### src/rtl/rsa_modexp_core.sv
// Modular exponentiation core: ciphertext = plaintext^exp_e mod mod_m using left-to-right
// square-and-multiply over a bit-serial interleaved multiplier. Define RSA_CONST_TIME_EN for fixed-latency operation.
module rsa_modexp_core #(
    parameter int WIDTH = 8
) (
    input  logic             clk,
    input  logic             rst,
    input  logic             ena,
    input  logic             en_rsa,
    input  logic             clear_rsa,
    input  logic [WIDTH-1:0] plaintext,
    input  logic [WIDTH-1:0] exp_e,
    input  logic [WIDTH-1:0] mod_m,
    output logic [WIDTH-1:0] ciphertext,
    output logic             eoc_rsa,
    output logic             err,
    output logic             busy,
    output logic [2:0]       dbg_state
);

    localparam int CW = (WIDTH > 1) ? $clog2(WIDTH) : 1;

    typedef enum logic [2:0] {
        S_IDLE = 3'd0,
        S_LOAD = 3'd1,
        S_SQR  = 3'd2,
        S_MUL  = 3'd3,
        S_DONE = 3'd4
    } state_t;

    // Handshake: clear_rsa low holds the core in IDLE; a clear_rsa 0->1 edge with en_rsa=1
    // starts one operation; eoc_rsa then stays high until clear_rsa is taken low again.
    state_t            state, state_next;
    logic [WIDTH-1:0]  r_q, p_q, e_q, m_q;
    logic [WIDTH+1:0]  acc_q;
    logic [CW-1:0]     j_q, i_q;
    logic              err_q;
    logic              clear_seen;

    logic              start;
    logic              load_err;
    logic              last_iter;
    logic              e_bit;
    logic [WIDTH-1:0]  mul_b;
    logic [WIDTH+1:0]  m_ext, t0, t1, t2;

    assign start     = clear_seen && clear_rsa && en_rsa;
    assign load_err  = (mod_m == '0) || (plaintext >= mod_m);
    assign last_iter = (j_q == '0);
    assign e_bit     = e_q[i_q];

    // One interleaved step: acc = 2*acc + A[j]*B, then at most two subtractions of M.
    always_comb begin
        mul_b = (state == S_MUL) ? p_q : r_q;
        m_ext = {2'b00, m_q};
        t0    = (acc_q << 1) + (r_q[j_q] ? {2'b00, mul_b} : '0);
        t1    = (t0 >= m_ext) ? (t0 - m_ext) : t0;
        t2    = (t1 >= m_ext) ? (t1 - m_ext) : t1;
    end

    always_comb begin
        state_next = state;
        case (state)
            S_IDLE: if (start) state_next = S_LOAD;
            S_LOAD: state_next = load_err ? S_DONE : S_SQR;
            S_SQR: begin
                if (last_iter) begin
`ifdef RSA_CONST_TIME_EN
                    state_next = S_MUL;
`else
                    if (e_bit)           state_next = S_MUL;
                    else if (i_q == '0)  state_next = S_DONE;
                    else                 state_next = S_SQR;
`endif
                end
            end
            S_MUL: begin
                if (last_iter) state_next = (i_q == '0) ? S_DONE : S_SQR;
            end
            S_DONE: state_next = S_DONE;
            default: state_next = S_IDLE;
        endcase
    end

    always_ff @(posedge clk) begin
        if (rst) begin
            state      <= S_IDLE;
            r_q        <= '0;
            p_q        <= '0;
            e_q        <= '0;
            m_q        <= '0;
            acc_q      <= '0;
            j_q        <= '0;
            i_q        <= '0;
            err_q      <= 1'b0;
            clear_seen <= 1'b0;
            ciphertext <= '0;
            err        <= 1'b0;
            eoc_rsa    <= 1'b0;
        end else if (!ena) begin
            state <= state;
        end else if (!clear_rsa) begin
            // ciphertext/err survive the clear so the register bank can still read them
            state      <= S_IDLE;
            eoc_rsa    <= 1'b0;
            clear_seen <= 1'b1;
        end else if (en_rsa) begin
            clear_seen <= 1'b0;
            state      <= state_next;
            case (state)
                S_LOAD: begin
                    p_q   <= plaintext;
                    e_q   <= exp_e;
                    m_q   <= mod_m;
                    acc_q <= '0;
                    j_q   <= CW'(WIDTH - 1);
                    i_q   <= CW'(WIDTH - 1);
                    err_q <= load_err;
                    if (load_err)               r_q <= '0;
                    else if (mod_m == WIDTH'(1)) r_q <= '0;
                    else                        r_q <= WIDTH'(1);
                end
                S_SQR, S_MUL: begin
                    if (!last_iter) begin
                        acc_q <= t2;
                        j_q   <= j_q - CW'(1);
                    end else begin
                        acc_q <= '0;
                        j_q   <= CW'(WIDTH - 1);
`ifdef RSA_CONST_TIME_EN
                        // the dummy multiply for a zero exponent bit is computed but dropped
                        if (state == S_SQR || e_bit) r_q <= t2[WIDTH-1:0];
`else
                        r_q <= t2[WIDTH-1:0];
`endif
                        if (state_next == S_SQR) i_q <= i_q - CW'(1);
                    end
                end
                S_DONE: begin
                    ciphertext <= r_q;
                    err        <= err_q;
                    eoc_rsa    <= 1'b1;
                end
                default: ;
            endcase
        end
    end

    always_comb begin
        busy      = (state == S_LOAD) || (state == S_SQR) || (state == S_MUL);
        dbg_state = state;
    end

endmodule

### config.mk
export PLATFORM = sky130hd
export DESIGN_NAME = rsa_modexp_core
export DESIGN_NICKNAME = d
export VERILOG_FILES = /design/src/rtl/rsa_modexp_core.sv
export SDC_FILE = /design/constraint.sdc
export NUM_CORES = 1
export LEC_CHECK = 0
export ABC_AREA = 1
export CAP_MARGIN = 0
export CORE_ASPECT_RATIO = 0.7
export CORE_MARGIN = 2
export CORE_UTILIZATION = 58
export DETAILED_ROUTE_END_ITERATION = 10
export GPL_TIMING_DRIVEN = 1
export PLACE_DENSITY = 0.81
export SYNTH_ARGS = -nofsm -noshare
export SYNTH_HDL_FRONTEND = slang
export SYNTH_SLANG_ARGS = --single-unit
### constraint.sdc
create_clock -name clk -period 6.2 [get_ports clk]
set_clock_uncertainty 0.2 [all_clocks]
set_input_delay 1.24 -clock clk [delete_from_list [all_inputs] [get_ports clk]]
set_output_delay 1.24 -clock clk [all_outputs]
set_load 0.1 [all_outputs]
==> results of run 1 <==
==> Yosys cell counts, types with 3 or more instances <==
cell type / number / area share, %
nand2_1: 119 / 10
inv_1: 77 / 6.7
nor2_1: 77 / 6.7
a21oi_1: 62 / 7.2
dfxtp_1: 62 / 29
o21ai_0: 54 / 6.3
nand3_1: 42 / 4.9
ha_1: 35 / 10
nand2_2: 13 / 1.9
xnor2_1: 10 / 2.0
clkbuf_1: 9 / 0.79
nand4_1: 7 / 1.0
inv_2: 6 / 0.53
o21ai_1: 6 / 0.70
xor2_1: 6 / 1.2
nor2_2: 5 / 0.73
a31oi_1: 4 / 0.58
nor3_1: 4 / 0.47
o211ai_1: 4 / 0.70
clkinv_1: 3 / 0.26
fa_1: 3 / 1.4
nand2_4: 3 / 0.79
nand3_2: 3 / 0.70
nand3b_1: 3 / 0.53
nor2_4: 3 / 0.79
==> power groups by stage <==
stage          combinational (µW)  clock [µW]  sequential [µW]
2_1_floorplan                26.9           0              408
3_3_place_gp                 53.4           0              408
3_5_place_dp                 55.1           0              408
4_1_cts                      55.4         405              399
5_1_grt                      63.5         426              399
6_report                     57.1         402              399
==> final cells by class <==
class / instances / area [µm²] / share of cell area [%]
Multi-Input combinational cell: 477 / 2760 / 54.0
Sequential cell: 62 / 1240 / 24.4
Timing Repair Buffer: 44 / 435 / 8.53
Inverter: 86 / 325 / 6.37
Clock buffer: 11 / 141 / 2.77
Tap cell: 98 / 123 / 2.40
Clock inverter: 5 / 81.3 / 1.59
==> logic make-up (layout without fill, tap and decap cells) <==
logic type,Yosys count,count (layout),share of synthesized area (%)
fa+ha+maj,38,38,11.6
compound gates,141,141,17.7
flops,62,62,29.0
buf+inv,99,146,8.82
xor+xnor,16,16,3.27
simple gates,282,282,29.7
==> how the worst min path moves through the flow <==
stage                        start       end  slack [ns]  cells after the start
final                       e_q[5]    e_q[5]        0.28                      2
after global routing      acc_q[3]  acc_q[3]        0.30                      2
after CTS                 acc_q[3]  acc_q[3]        0.27                      2
after detailed placement  acc_q[3]  acc_q[3]        0.26                      2
after floorplan             p_q[2]    p_q[2]        0.22                      2
after global placement      e_q[6]    e_q[6]        0.26                      2
==> cells in the final DEF, fill, tap and decap left out, drive strengths merged, types with 3 or more instances in the layout <==
cell / Yosys / layout
clkdlybuf4s50: 0 / 42
xnor2: 10 / 10
dfxtp: 62 / 62
inv: 83 / 84
fa: 3 / 3
nand3b: 3 / 3
a21oi: 64 / 64
nor3: 5 / 5
a31oi: 4 / 4
nor2: 85 / 85
nand4: 7 / 7
clkinv: 3 / 4
nand3: 45 / 45
o211ai: 4 / 4
ha: 35 / 35
o21ai: 60 / 60
clkbuf: 9 / 11
xor2: 6 / 6
nand2: 135 / 135
==> stage by stage <==
| stage | std cells | utilization (%) | total power, µW | setup slack (ns) |
|---|---|---|---|---|
| after floorplan | 638 | - | 435 | 0.100 |
| after CTS | 782 | 69.3 | 859 | 0.0186 |
| after global placement | 766 | 66.2 | 461 | 0.212 |
| after detailed placement | 766 | 66.2 | 463 | 0.0892 |
| after global routing | 783 | 70.7 | 888 | 0.0297 |
| final | 783 | 70.7 | 858 | 0.347 |
==> routing by layer <==
metal	part of all wire (%)	vias to the layer above
li1	-	2177
met1	46	1966
met2	43	224
met3	9.8	18
met4	1.1	0
met5	0	-
==> sequential cells by signal (all words and copies together) (netlist names) <==
signal	cells
p_q	8
i_q	3
clear_seen	1
eoc_rsa	1
j_q	3
acc_q	9
r_q	8
err	1
dbg_state	3
err_q	1
m_q	8
e_q	8
ciphertext	8
==> worst max-delay path, delay by kind of cell (launching register included) <==
| family | cells | cell delay, ns |
|---|---|---|
| AO/OA/AOI/OAI | 9 | 1.14 |
| buffers and inverters | 8 | 0.77 |
| flip-flops | 1 | 0.34 |
| AND/OR/NAND/NOR | 19 | 1.98 |
| adder cells (fa/ha/maj) | 4 | 1.23 |
==> repair_timing <==
item                       4_1_cts  5_1_grt
hold buffers                     0        0
buffers inserted                 0        1
gates resized for setup          0       27
hold endpoints to repair         0        0
setup endpoints to repair        0       17
==> qor.yml, run 1 <==
yosys:
  synthArstFlopShare_pct: 0
  yosys_warnings: 0
  synth.distinct_cells: 39
  ys_seq_area_share_pct: 29.0
  synthFlopType: "dfxtp_1"
  syn_area_per_cell_um2: 6.72
  synth_seq_cells: 62
  synth-edff-count: 0
  synthCells: 638
  synth.net_count: 705
  syn_area_mm2: 0.00429
floorplan:
  core_area_mm2: 0.00722
  die_w_um: 107
  rows: 26
  dieArea_mm2: 0.00810
  die_h_um: 75.9
  start_util_pct: 59.3
  ios: 43
clock_tree:
  numCtsBuffers: 9
  clk_latency_ns: 0.35
  cts.sinks: 62
  clock_path_buffers: 2
  h-tree-depth: 3
  root_buffer: "clkbuf_8"
  cts.clk_slew.worst_paths_ns: 0.08
  cts_tree: "built"
finish:
  diodes: 0
  fin_area_mm2: 0.00511
  fillers: 623
  fin_nets: 747
  drive_above_1_share_pct: 10.5
  area_growth_syn_to_layout_pct: 19.2
sta:
  fin_crit_sh_pct: 94.4
  tightest_slew_ns: 1.04
  setup_tns_ns: 0
  hold_ws_ns: 0.281
  rsz0062_at_grt: "no"
  setup_viol: 0
  fin_crit_ns: 5.85
  maxClockFrequency_mhz: 171
  max_slew_margin_pct: 30.4
  slew_violations: 0
  finalHoldViolCount: 0
placed_design:
  io_buffers: 42
  dpl_cell_area_mm2: 0.00478
  finalWeightedCongestion: 1.01
  dpl.hpwl_um: 8840
global_route:
  grt.met2_usage_pct: 42.4
  grt_use_met3_pct: 5.42
  grt_use_total_pct: 29.4
  grt_overflow_total: 0
  grt_max_degree: 38
  grt_pass1_vias: 3960
  grt_pass1_wl_um: 19000
  busiest_layer: "met1"
  met1_usage_pct: 44.8
  antenna_found_initial: 0
power_and_ir_drop:
  ir_drop_uv: 123
  intPower_uw: 664
  power_density_mw_per_mm2: 168
  clockPowerShare_pct: 46.9
  p_leak_uw: 0.00226
  power.net_switching_uw: 194
  seq_power_share_pct: 46.5
  switching_share_pct: 22.6
  comb_power_share_pct: 6.7
routing:
  route.detailed.drc: 0
  antenna_left: 0
  post_drt_wl_per_cell_um: 14.9
  routed_wirelength_um: 11700
  vias: 4385
  detail_route.first_pass.iterations: 5
  drtIter0Drc: 384
  avgViaCountPerCell: 5.60
critical_path:
  cp-endpoint: "acc_q[3]"
  cpPeakStageDelay_ns: 0.39
  crit_arrival_ns: 5.84
  worstPathMaxFanout: 12
  cp_data_required_time_ns: 6.19
  cp-start-kind: "flop"
  ff2ff_setup_slack_ns: 0.35
  crit_start: "j_q[1]"
  crit_path_end_kind: "flop"
  path_class: "reg2reg"
  r2r_cells: 40
  cpMostUsedCell: "nand2_1"
  r2r_end: "acc_q[3]"
  r2r_start: "j_q[1]"
  cpMaxStageDelayCell: "fa_1"
run:
  cap_violations: 0
min_path:
  min_path_type: "reg2reg"
status:
  status: "finished, final reports clean"
No activity file was read; power rests on OpenSTA's default activity.
==> inputs of run 2 (changes only) <==
Settings changed: CORE_UTILIZATION 58 to 60, CTS_BUF_LIST set to sky130_fd_sc_hd__clkbuf_8, PLACE_DENSITY 0.81 to 0.83.
==> run 2 against run 1 <==
Effect of this change: utilization grew 5.0 points; critical path type unchanged; cell area is 1.1% higher; first-iteration DRC count increased by 8.3%; highest routed layer unchanged.
==> qor.yml, run 2 (synthesis results as in run 1) <==
clock_tree:
  cts.sinks: 62
  cts_tree: "built"
  root_buffer: "clkbuf_8"
  clock_path_buffers: 2
  cts.clk_slew.worst_paths_ns: 0.07
  cts_hold_buf: 0
  clk_latency_ns: 0.35
  h-tree-depth: 3
  numCtsBuffers: 9
power_and_ir_drop:
  power_uw: 937
  p_leak_uw: 0.00230
  power_density_mw_per_mm2: 182
  ir_drop_uv: 143
placed_design:
  finalWeightedCongestion: 1.01
  io_buffers: 42
  dpl.hpwl_um: 9030
sta:
  tightest_slew_ns: 1.08
  fin_crit_sh_pct: 94.8
  finalHoldViolCount: 0
  maxClockFrequency_mhz: 170
  setup_viol: 0
  fin_crit_ns: 5.88
  hold_ws_ns: 0.273
  slew_violations: 0
  max_slew_margin_pct: 27.8
routing:
  drtIter0Drc: 416
  detail_route.first_pass.iterations: 5
  vias: 4476
  routed_wirelength_um: 11900
  post_drt_wl_per_cell_um: 15.2
  route.detailed.drc: 0
  avgViaCountPerCell: 5.72
  antenna_left: 0
critical_path:
  crit_arrival_ns: 5.93
  cp_top_family: "simple AND/OR/NAND/NOR gates"
  ff2ff_setup_slack_ns: 0.32
  cpMostUsedCell: "nand2_1"
  crit_cells: 40
  worstPathMaxFanout: 9
  cp_data_required_time_ns: 6.25
  crit_path_end_kind: "flop"
  path_class: "reg2reg"
  worst-path-buf-inv: 8
  r2r_cells: 40
  cpPeakStageDelay_ns: 0.41
  cp-start-kind: "flop"
  cpMaxStageDelayCell: "fa_1"
global_route:
  grt_pass1_wl_um: 18800
  grt_use_total_pct: 30.6
  met1_usage_pct: 44.1
  grt_pass1_vias: 3908
  grt_max_degree: 37
  busiest_layer: "met2"
  antenna_found_initial: 0
  grt_use_met3_pct: 8.57
  grt_overflow_total: 0
  grt.met2_usage_pct: 45.2
min_path:
  min_path_type: "reg2reg"
  hold_depth: 2
floorplan:
  die_w_um: 105
  die_h_um: 74.7
  dieArea_mm2: 0.00785
  ios: 43
  start_util_pct: 62.8
  core_area_mm2: 0.00682
  rows: 25
status:
  status: "finished, final reports clean"
finish:
  regMostFlops: "acc_q"
  final_common_cell: "nand2_1"
  largest_reg_flops: 9
  drive_above_1_share_pct: 11.0
  area_growth_syn_to_layout_pct: 20.5
  diodes: 0
  fin_nets: 751
  layout_common_cells: "nand2_1 (119), inv_1 (76), nor2_1 (75)"
run:
  cap_violations: 0
==> run 2: layout make-up <==
type                            instances  area [µm²]
Timing Repair Buffer                   47         458
Tap cell                               94         118
Multi-Input combinational cell        478        2740
Clock buffer                           10         138
Clock inverter                          6         133
Sequential cell                        62        1250
Fill cell                             532        1660
Inverter                               86         325
==> run 2: repair_timing <==
action	in CTS	in global routing
pin swaps	0	3
cloned	0	1
gates resized for setup	2	23
setup buffers	0	3
endpoints found under the setup margin	17	17
==> run 2: report_power, final <==
part / internal [µW] / leakage [µW] / switching (µW)
Combinational: 27.1 / 0.00166 / 30.3
Sequential: 398 / 0.000502 / 0.247
Clock: 318 / 0.000132 / 164
Total: 743 / 0.00230 / 194
==> run 2: worst min-delay path, stage by stage, from the launching register on <==
cell     delay [ns]
dfxtp_1        0.30
inv_1          0.07
a21oi_1        0.06
==> run 2: layer usage <==
| layer | vias to the layer above | part of all wire, % |
|---|---|---|
| li1 | 2191 | - |
| met1 | 2002 | 46 |
| met2 | 254 | 41 |
| met3 | 29 | 11 |
| met4 | 0 | 1.8 |
| met5 | - | 0 |
==> run 2: stage by stage <==
stage	setup TNS, ns	cells	utilization [%]	worst slack (ns)	cell area, µm²
2_1_floorplan	0	638	-	0.100	4290
3_3_place_gp	0	763	70.1	0.191	4780
3_5_place_dp	-0.161	763	70.1	-0.0395	4780
4_1_cts	0	779	74.2	0.128	5060
5_1_grt	-0.629	783	75.7	-0.0951	5160
6_report	0	783	75.7	0.322	5160
==> run 2: path summary, 6_finish.rpt <==
path / startpoint / end
max: j_q[0] / r_q[6]
min reg2reg: err_q / err
min: err_q / err
max reg2reg: j_q[0] / r_q[6]
==> inputs of run 3 (changes only) <==
Settings changed: ABC_CLOCK_PERIOD_IN_PS set to 6200.
==> results of run 3 <==
Final layout, timing and power as in run 2 (identical DEF).
